File: src/rtl/handshaked_reg_pipe_if.sv
// Ready/valid channel: one data word, a valid flag and a ready flag.
// The master drives data and vld. The slave drives rd.
interface handshaked_reg_pipe_if #(
  parameter int DATA_WIDTH = 8
);
  logic [DATA_WIDTH-1:0] data;
  logic                  vld;
  logic                  rd;

  modport master (output data, output vld, input rd);
  modport slave  (input data, input vld, output rd);
endinterface

File: src/rtl/handshaked_reg_pipe.sv
// DEPTH chained skid stages on a ready/valid channel. Latency is DEPTH edges and the pipe sustains one word per cycle.
// Each stage's rd, vld and data are registered. A downstream stall fills the pipe (2*DEPTH words) before dataIn_rd drops.
module handshaked_reg_pipe #(
  parameter int DATA_WIDTH = 8,
  parameter int DEPTH      = 2,
  parameter int OCC_WIDTH  = (DEPTH == 0) ? 1 : $clog2(2 * DEPTH + 1)
) (
  input  logic                     clk,
  input  logic                     rst_n,
  handshaked_reg_pipe_if.slave     dataIn,
  handshaked_reg_pipe_if.master    dataOut,
  output logic [OCC_WIDTH-1:0]     occupancy
);

  typedef enum logic [1:0] {
    EMPTY = 2'd0,
    ONE   = 2'd1,
    FULL  = 2'd2
  } stageState_t;

  if (DEPTH == 0) begin : gWire
    assign dataOut.data = dataIn.data;
    assign dataOut.vld  = dataIn.vld;
    assign dataIn.rd    = dataOut.rd;
    assign occupancy    = '0;
  end else begin : gPipe
    // Index k is the input side of stage k. Index DEPTH is the pipe output.
    logic [DEPTH:0][DATA_WIDTH-1:0] chainData;
    logic [DEPTH:0]                 chainVld;
    logic [DEPTH:0]                 chainRd;
    logic                           topIn;
    logic                           topOut;
    logic [OCC_WIDTH-1:0]           occ;

    assign chainData[0]   = dataIn.data;
    assign chainVld[0]    = dataIn.vld;
    assign chainRd[DEPTH] = dataOut.rd;

    assign dataOut.data = chainData[DEPTH];
    assign dataOut.vld  = chainVld[DEPTH];
    // Upstream sees "not ready" for as long as reset is held.
    assign dataIn.rd    = rst_n & chainRd[0];

    for (genvar k = 0; k < DEPTH; k++) begin : gStage
      stageState_t           state;
      logic [DATA_WIDTH-1:0] mainData;
      logic [DATA_WIDTH-1:0] skidData;
      logic                  inXfer;
      logic                  outXfer;

      assign inXfer  = chainVld[k] & chainRd[k];
      assign outXfer = chainVld[k+1] & chainRd[k+1];

      always_ff @(posedge clk or negedge rst_n) begin
        if (!rst_n) begin
          state    <= EMPTY;
          mainData <= '0;
          skidData <= '0;
        end else begin
          case (state)
            EMPTY: begin
              if (inXfer) begin
                mainData <= chainData[k];
                state    <= ONE;
              end
            end
            ONE: begin
              if (inXfer && outXfer) begin
                mainData <= chainData[k];
              end else if (inXfer) begin
                skidData <= chainData[k];
                state    <= FULL;
              end else if (outXfer) begin
                state <= EMPTY;
              end
            end
            FULL: begin
              // A full stage cannot accept input, because its rd is low.
              if (outXfer) begin
                mainData <= skidData;
                state    <= ONE;
              end
            end
            default: state <= EMPTY;
          endcase
        end
      end

      assign chainData[k+1] = mainData;
      assign chainVld[k+1]  = (state != EMPTY);
      assign chainRd[k]     = (state != FULL);
    end

    assign topIn  = dataIn.vld & dataIn.rd;
    assign topOut = dataOut.vld & dataOut.rd;

    always_ff @(posedge clk or negedge rst_n) begin
      if (!rst_n) begin
        occ <= '0;
      end else if (topIn && !topOut) begin
        occ <= occ + OCC_WIDTH'(1);
      end else if (!topIn && topOut) begin
        occ <= occ - OCC_WIDTH'(1);
      end
    end

    assign occupancy = occ;
  end

endmodule

File: src/flat_wrapper.sv
// flat-port wrapper written by rule: the top's interface ports become plain ports
module handshaked_reg_pipe_flat 
#(
  parameter int DATA_WIDTH = 8,
  parameter int DEPTH      = 2,
  parameter int OCC_WIDTH  = (DEPTH == 0) ? 1 : $clog2(2 * DEPTH + 1)
)
  (clk, rst_n, occupancy, dataIn_data, dataIn_vld, dataIn_rd, dataOut_data, dataOut_vld, dataOut_rd);
  handshaked_reg_pipe_if #(.DATA_WIDTH(DATA_WIDTH)) dataIn_i ();
  handshaked_reg_pipe_if #(.DATA_WIDTH(DATA_WIDTH)) dataOut_i ();
  input  logic clk;
  input  logic rst_n;
  output logic [OCC_WIDTH-1:0] occupancy;
  input wire logic [$bits(dataIn_i.data)-1:0] dataIn_data;
  input wire logic [$bits(dataIn_i.vld)-1:0] dataIn_vld;
  output wire logic [$bits(dataIn_i.rd)-1:0] dataIn_rd;
  output wire logic [$bits(dataOut_i.data)-1:0] dataOut_data;
  output wire logic [$bits(dataOut_i.vld)-1:0] dataOut_vld;
  input wire logic [$bits(dataOut_i.rd)-1:0] dataOut_rd;
  assign dataIn_i.data = dataIn_data;
  assign dataIn_i.vld = dataIn_vld;
  assign dataIn_rd = dataIn_i.rd;
  assign dataOut_data = dataOut_i.data;
  assign dataOut_vld = dataOut_i.vld;
  assign dataOut_i.rd = dataOut_rd;
  handshaked_reg_pipe #(.DATA_WIDTH(DATA_WIDTH), .DEPTH(DEPTH), .OCC_WIDTH(OCC_WIDTH)) u_core (.clk(clk), .rst_n(rst_n), .dataIn(dataIn_i), .dataOut(dataOut_i), .occupancy(occupancy));
endmodule
File: config.mk
export PLATFORM = sky130hd
export DESIGN_NAME = handshaked_reg_pipe_flat
export DESIGN_NICKNAME = d
export VERILOG_FILES = /design/src/rtl/handshaked_reg_pipe_if.sv /design/src/rtl/handshaked_reg_pipe.sv /design/src/flat_wrapper.sv
export SDC_FILE = /design/constraint.sdc
export NUM_CORES = 1
export LEC_CHECK = 0
export CAP_MARGIN = 25
export CORE_MARGIN = 2
export CORE_UTILIZATION = 54
export CTS_BUF_LIST = sky130_fd_sc_hd__clkbuf_16
export DETAILED_ROUTE_END_ITERATION = 6
export PLACE_DENSITY = 0.75
export SLEW_MARGIN = 20
export SYNTH_ARGS = -nofsm -noshare
export SYNTH_HDL_FRONTEND = slang
export SYNTH_SLANG_ARGS = --single-unit
File: constraint.sdc
create_clock -name clk -period 2.5 [get_ports clk]
set_input_delay 0.5 -clock clk [delete_from_list [all_inputs] [get_ports clk]]
set_output_delay 0.5 -clock clk [all_outputs]
set_load 0.01 [all_outputs]
======== Word level (Yosys, flattened, before mapping) ========
Cells that the tools add are included.
W data, S select, Z words.
operators by class
  reductions and logical operators ........ 19
  equal/unequal tests ..................... 16
  add/subtract/negate cells ............... 2
  bitwise logic cells ..................... 7
  mux-type cells .......................... 21
operators with widths
  operator               number
  $mux W8                6
  $pmux W8 S3            2
  $mux W2                9
  $reduce_and A4 Y1      4
  $ne A2 B1 Y1 const B   6
  $pmux W2 S3            2
  $ne A2 B2 Y1 const B   4
  $mux W3                2
  $ne A3 B1 Y1 const B   2
  $reduce_and A3 Y1      2
  $reduce_bool A2 Y1     3
  $reduce_bool A3 Y1     2
  $and A1 B1 Y1          5
  $eq A2 B1 Y1 const B   2
  $eq A2 B2 Y1 const B   2
  $logic_and A1 B1 Y1    4
  $logic_not A2 Y1       2
  $add A3 B1 Y3 const B  1
  $sub A3 B1 Y3 const B  1
  $logic_not A1 Y1       2
  $not A1 Y1             2
storage, ports and cells
  input bits .............................. 12
  flip-flop bits (word level) ............. 39

======== Longest topological paths before layout ========
Gate-level depths: netlist of run 1.
  word-level depth ........................ 7
  gate-level depth with buffers ........... 9
  depth with buffers taken out ............ 8

======== Worst setup path after synthesis of run 1 ========
No wires, ideal clock.
  path type ............................... reg-to-reg
  from .................................... register u_core.gPipe.gStage[1].state[1]
  to ...................................... register u_core.gPipe.occ[2], in the netlist u_core.occupancy[2]
  library setup time ...................... 0.079 ns
  data arrival time ....................... 1.855 ns
  setup slack ............................. 0.566 ns
  path buffers ............................ 1
  cell stages (with the launch flop) ...... 10
  path through ............................ dfrtp_1 > buf_4 > or2_2 > nand2_1 > ha_1 > inv_1 > fa_1 > xor2_1 > nor2_1 > xor2_1
between the ends
  cells in the longest elaborated chain, start to end .. 5
  elaborated cells on any way between the ends .. 7
RTL lines
  element                                               line                        text
  start, declared                                       handshaked_reg_pipe.sv:45   stageState_t state;
  start signal, assigned                                handshaked_reg_pipe.sv:56   state <= EMPTY;
  start signal, assigned                                handshaked_reg_pipe.sv:64   state <= ONE;
  start signal, assigned                                handshaked_reg_pipe.sv:72   state <= FULL;
  $reduce_bool A2 Y1 *                                  handshaked_reg_pipe.sv:90   assign chainVld[k+1] = (state != EMPTY);
  named net dataOut_vld                                 flat_wrapper.sv:18          output wire logic [$bits(dataOut_i.vld)-1:0] dataOut_vld;
  $and A1 B1 Y1 *                                       handshaked_reg_pipe.sv:95   assign topOut = dataOut.vld & dataOut.rd;
  $logic_not A1 Y1                                      handshaked_reg_pipe.sv:100  end else if (topIn && !topOut) begin
  $logic_and A1 B1 Y1                                   handshaked_reg_pipe.sv:100
  $mux W3 / $reduce_bool A2 Y1 (equally long branches)  n/a
  end signal, assigned                                  handshaked_reg_pipe.sv:101  occ <= occ + OCC_WIDTH'(1);
  end signal, assigned                                  handshaked_reg_pipe.sv:103  occ <= occ - OCC_WIDTH'(1);
  end, declared                                         handshaked_reg_pipe.sv:33   logic [OCC_WIDTH-1:0] occ;
The timed path passes the listed nets; every way through them passes the cells marked *.
A chain may end at the register's enable or synchronous reset.

======== Final worst setup path of run 1 ========
  from .................................... register u_core.gPipe.gStage[0].state[1]
  to ...................................... output dataIn_rd
between the ends
  cells in the longest elaborated chain, start to end .. 2
RTL lines
  element                 line                       text
  start, declared         handshaked_reg_pipe.sv:45
  start signal, assigned  handshaked_reg_pipe.sv:56
  start signal, assigned  handshaked_reg_pipe.sv:64
  start signal, assigned  handshaked_reg_pipe.sv:72
  $ne A2 B2 Y1            handshaked_reg_pipe.sv:91  assign chainRd[k] = (state != FULL);
  $and A1 B1 Y1           handshaked_reg_pipe.sv:42  assign dataIn.rd = rst_n & chainRd[0];
  end, declared           flat_wrapper.sv:16         output wire logic [$bits(dataIn_i.rd)-1:0] dataIn_rd;
No other way between the ends.

==> results of run 1 <==
per-layer routing:
layer	track usage [%]	vias up	share of wire [%]
met5	0	-	0
met1	21.0	550	41
met2	32.7	21	54
li1	-	496	-
met3	6.49	5	4.4
met4	5.00	0	0.94
cell families (layout without fill, tap and decap cells):
kind of cell	Yosys count	in the layout	share of synthesized area (%)
AOI/OAI and AO/OA	8	8	4.82
DFF	39	39	53.0
and+or+nand+nor	15	15	5.84
buffers and inverters	7	36	2.24
muxes	50	50	30.5
xor gates and xnor gates	4	4	1.90
adders and majority gates	2	2	1.77
flip-flops by register name, summed over array words and instances (netlist names):
name	flops
u_core.gPipe.gStage.state	4
u_core.dataOut.data	8
u_core.occupancy	3
u_core.gPipe.gStage.skidData	16
u_core.gPipe.gStage.mainData	8
cell usage in the layout (no fill, tap or decap), types with 2 or more instances in the layout:
master           instances
mux2_2                  49
buf_4                    2
clkinv_1                 2
clkdlybuf4s50_1         23
nor2_1                   3
dfrtp_1                 39
o22ai_1                  2
xor2_1                   2
clkbuf_16                5
inv_1                    3
and2_1                   2
nor2b_1                  2
xnor2_1                  2
a21oi_1                  2
path summary, 6_finish.rpt:
check / startpoint / to / cells past startpoint
worst min-delay path: rst_n / u_core.gPipe.gStage[0].state[0] / 1
worst max-delay path: u_core.gPipe.gStage[0].state[1] / dataIn_rd / 3
worst min register to register: u_core.occupancy[2] / u_core.occupancy[2] / 1
worst max register to register: u_core.gPipe.gStage[0].state[1] / u_core.occupancy[1] / 6
max in group asynchronous: rst_n / u_core.dataOut.data[7] / 2
min in group clk: u_core.occupancy[2] / u_core.occupancy[2] / 1
critical path: stages, from the launching register on:
cell and delay, ps:
dfrtp_1 530, nand2b_1 210, and2_1 200, clkdlybuf4s50_1 470
area by class of cell:
| type | count | area, um2 |
|---|---|---|
| inverters | 2 | 7.51 |
| clock buffers | 5 | 125 |
| clock inverters | 3 | 11.3 |
| multi-input cells | 79 | 826 |
| well taps | 46 | 57.6 |
| repair buffers | 26 | 250 |
| flip-flops and latches | 39 | 976 |
| fillers | 258 | 1060 |
metrics by stage:
step / worst slack, ps / cell area [um2]
6_report: 310 / 2250
5_1_grt: 238 / 2250
4_1_cts: 312 / 2250
3_5_place_dp: 187 / 2120
3_3_place_gp: 255 / 2120
2_1_floorplan: 566 / 1840
where the power goes:
group          internal, mW  switching [mW]
clock                 0.358           0.222
sequential            0.903           0.176
combinational         0.566           0.315
==> results.json, run 1 <==
{
  "start_util_pct": 55.7,
  "cts_max_level": 2,
  "dr.pass1.iters": 4,
  "grt_pass1_wl_mm": 5.49,
  "clock_latency_ps": 280,
  "hpwl_mm": 2.26,
  "io_buffers": 24,
  "grt_overflow": 0,
  "area_growth_pct": 22.3,
  "die_w_um": 62.4,
  "cts_tree": "done",
  "period_needed_ps": 2190,
  "arrival_ps": 1690,
  "path_max_fanout": 7,
  "hold_violations": 0,
  "holdWs_ps": 46.8,
  "end_kind": "output pin",
  "numCtsBuffers": 5,
  "async_flop_share_pct": 100,
  "crit_required_ps": 2000,
  "num-nets-final": 167,
  "ios": 25,
  "outcome": "complete, no violations",
  "period_share_pct": 87.6,
  "slew_viol_final": 0,
  "total_power_mw": 2.54,
  "critical_path_class": "register to output pin",
  "diodes": 0,
  "fin_util_pct": 68.1,
  "design.core.area_um2": 3310,
  "ys_types": 28,
  "syn_nets": 139,
  "avgSynthCellArea_um2": 14.7,
  "synth_seq_cells": 39,
  "ir_drop_mv": 0.593,
  "drt-initial-drc-count": 37,
  "ys_seq_area_share_pct": 53.0,
  "antenna_found_initial": 0,
  "fin_tns_setup_ps": 0,
  "p_per_area_nw_per_um2": 1130,
  "finalSetupViolations": 0,
  "track_usage_pct": 18.4,
  "ys_warn_count": 0,
  "worst_pin_slew_ps": 513,
  "synthFlopType": "dfrtp_1",
  "cts.repair.resized": 0,
  "die_y_um": 62.4,
  "final_cells": 200,
  "wl_mm": 3.20,
  "grt_pass1_vias": 1181,
  "clock-sinks": 39,
  "fmax_mhz": 457,
  "synth_edf_count": 0,
  "clock_path_buffers": 2,
  "clk_pin_slew_ps": 50,
  "netlist_top_cells_count": "mux2_2, dfrtp_1, buf_2, nor2_1",
  "syn_area_um2": 1840,
  "drive_gt1_share_pct": 41.6,
  "synth_top_area_cell": "dfrtp_1",
  "postCtsHoldBufs": 0,
  "slew_headroom_pct": 65.8,
  "viasPerCell": 5.36,
  "syn-instance-count": 125,
  "hp-class": "input pin to asynchronous set/reset pin",
  "start_kind": "register",
  "synth_top_area_share_pct": 53.0,
  "p_leak_nw": 0.944,
  "cts_setup_buffers": 0,
  "vias": 1072,
  "r2r_slack_ps": 450,
  "dp_cells": 192,
  "maxCapViolCount": 0,
  "wire_per_inst_um": 16.0,
  "grt_max_degree": 35,
  "die_area_um2": 3900,
  "cts-root-buf": "clkbuf_16",
  "synthTopCellsByArea": "dfrtp_1, mux2_2, o32ai_4",
  "synth.most_common_cell": "mux2_2",
  "clock_skew_ps": 4.08,
  "grt_setup_unrepaired": "no",
  "drc": 0,
  "globalplace.congestion": 0.724,
  "ant_nets": 0,
  "rows": 21
}
Power figures use the tool's default switching activity.
==> run 2, diff against run 1 <==
==> constraint.sdc (replaced) <==
create_clock -name clk -period 2.4 [get_ports clk]
set_input_delay 0.48 -clock clk [delete_from_list [all_inputs] [get_ports clk]]
set_output_delay 0.48 -clock clk [all_outputs]
set_load 0.01 [all_outputs]
==> run 2 against run 1 <==
Net effect:
- setup slack worse by 53 ps
- final cell count decreased by 0.50%
- via count decreased by 0.93%
- cell area down 0.11%
- combinational power is 4.1% higher
- core utilization shrank 0.076 points
- largest power group unchanged
- die area stayed put
- hold slack lost 20 ps
- clock-buffer cell count unchanged
- power up 4.0%
- global-route usage grew 0.19 points
==> results.json, run 2 (synthesis results as in run 1) <==
{
  "outcome": "complete, no violations",
  "end_kind": "output pin",
  "die_w_um": 62.4,
  "clock_latency_ps": 280,
  "finalSetupViolations": 0,
  "die_y_um": 62.4,
  "io_buffers": 24,
  "grt_pass1_vias": 1160,
  "ant_nets": 0,
  "largest_reg_flops": 16,
  "top_register": "u_core.gPipe.gStage.skidData",
  "antenna_found_initial": 0,
  "hpwl_mm": 2.24,
  "cts-root-buf": "clkbuf_16",
  "wl_met1_mm": 1.30,
  "viasPerCell": 5.34,
  "die_area_um2": 3900,
  "design.core.area_um2": 3310,
  "drive_gt1_share_pct": 42.5,
  "dr_wl_met3_um": 112,
  "postCtsHoldBufs": 0,
  "wl_met2_mm": 1.68,
  "clock-sinks": 39,
  "period_needed_ps": 2140,
  "vias": 1062,
  "critical_path_class": "register to output pin",
  "slew_headroom_pct": 69.3,
  "area_growth_pct": 22.1,
  "num-nets-final": 167,
  "drc": 0,
  "fin_util_pct": 68.0,
  "fillers": 249,
  "cts.repair.resized": 0,
  "wire_per_inst_um": 15.6,
  "hp-class": "input pin to asynchronous set/reset pin",
  "clk_pin_slew_ps": 50,
  "highest_layer": "met4",
  "ios": 25,
  "clock_path_buffers": 2,
  "ir_drop_mv": 0.641,
  "fin_tns_setup_ps": 0,
  "p_per_area_nw_per_um2": 1170,
  "holdWs_ps": 26.5,
  "final_common_cell": "mux2_2",
  "hold_violations": 0,
  "cts_max_level": 2,
  "clock_skew_ps": 3.65,
  "cts_setup_buffers": 0,
  "maxCapViolCount": 0,
  "worst_pin_slew_ps": 459,
  "grt_max_degree": 35,
  "globalplace.congestion": 0.705,
  "fmax_mhz": 467,
  "track_usage_pct": 18.6,
  "diodes": 0,
  "period_share_pct": 89.3,
  "arrival_ps": 1660,
  "dr.pass1.iters": 3,
  "start_util_pct": 55.7,
  "numCtsBuffers": 5,
  "p_leak_nw": 0.941,
  "path_max_fanout": 7,
  "slew_viol_final": 0,
  "crit_required_ps": 1920,
  "layout_common_cells": "mux2_2, dfrtp_1, clkdlybuf4s50_1",
  "grt_pass1_wl_mm": 5.50,
  "rows": 21,
  "grt_overflow": 0,
  "start_kind": "register",
  "total_power_mw": 2.64,
  "grt_setup_unrepaired": "no",
  "drt-initial-drc-count": 20,
  "cts_tree": "done",
  "wl_mm": 3.11
}
## run 2: cell types whose count changed in the layout (fill, tap and decap cells not counted), sizes merged
| cell | previous run | this run |
|---|---|---|
| inv | 3 | 2 |
## run 2: layout make-up
type,instances,area (um2),share of cell area (%)
inverters,2,7.51,0.334
clock buffers,5,125,5.56
repair buffers,26,250,11.1
flip-flops and latches,39,976,43.4
multi-input cells,79,826,36.7
clock inverters,2,8.76,0.389
well taps,46,57.6,2.56
## run 2: final timing paths
path / startpoint / to / slack [ps] / cells past startpoint
setup / recovery: u_core.gPipe.gStage[0].state[1] / dataIn_rd / 260 / 3
hold / removal: rst_n / u_core.gPipe.gStage[0].state[0] / 30 / 1
setup reg to reg: u_core.gPipe.gStage[0].state[1] / u_core.occupancy[1] / 350 / 6
hold reg to reg: u_core.occupancy[2] / u_core.occupancy[2] / 480 / 1
max in group asynchronous: rst_n / u_core.dataOut.data[4] / 1720 / 2
min in group clk: u_core.occupancy[2] / u_core.occupancy[2] / 480 / 1
## run 2: layer usage
layer | up-vias | global-route usage, %
met5 | - | 0
met4 | 0 | 6.67
met3 | 4 | 5.23
met2 | 18 | 32.8
met1 | 547 | 21.5
li1 | 493 | -
## run 2: power breakdown
group	internal, mW	switching (mW)
Sequential	0.941	0.180
Combinational	0.590	0.327
Clock	0.373	0.232
## run 2: worst max-delay path, cell delays in order, from the launching register on
cell	delay, ps
dfrtp_1	520
nand2b_1	200
and2_1	200
clkdlybuf4s50_1	470
## run 2: stage by stage
stage	worst slack, ps	instances	instance area (um2)
finish	257	199	2250
floorplan	466	125	1840
global placement	176	192	2120
CTS	253	199	2250
global route	195	199	2250
detailed placement	116	192	2120
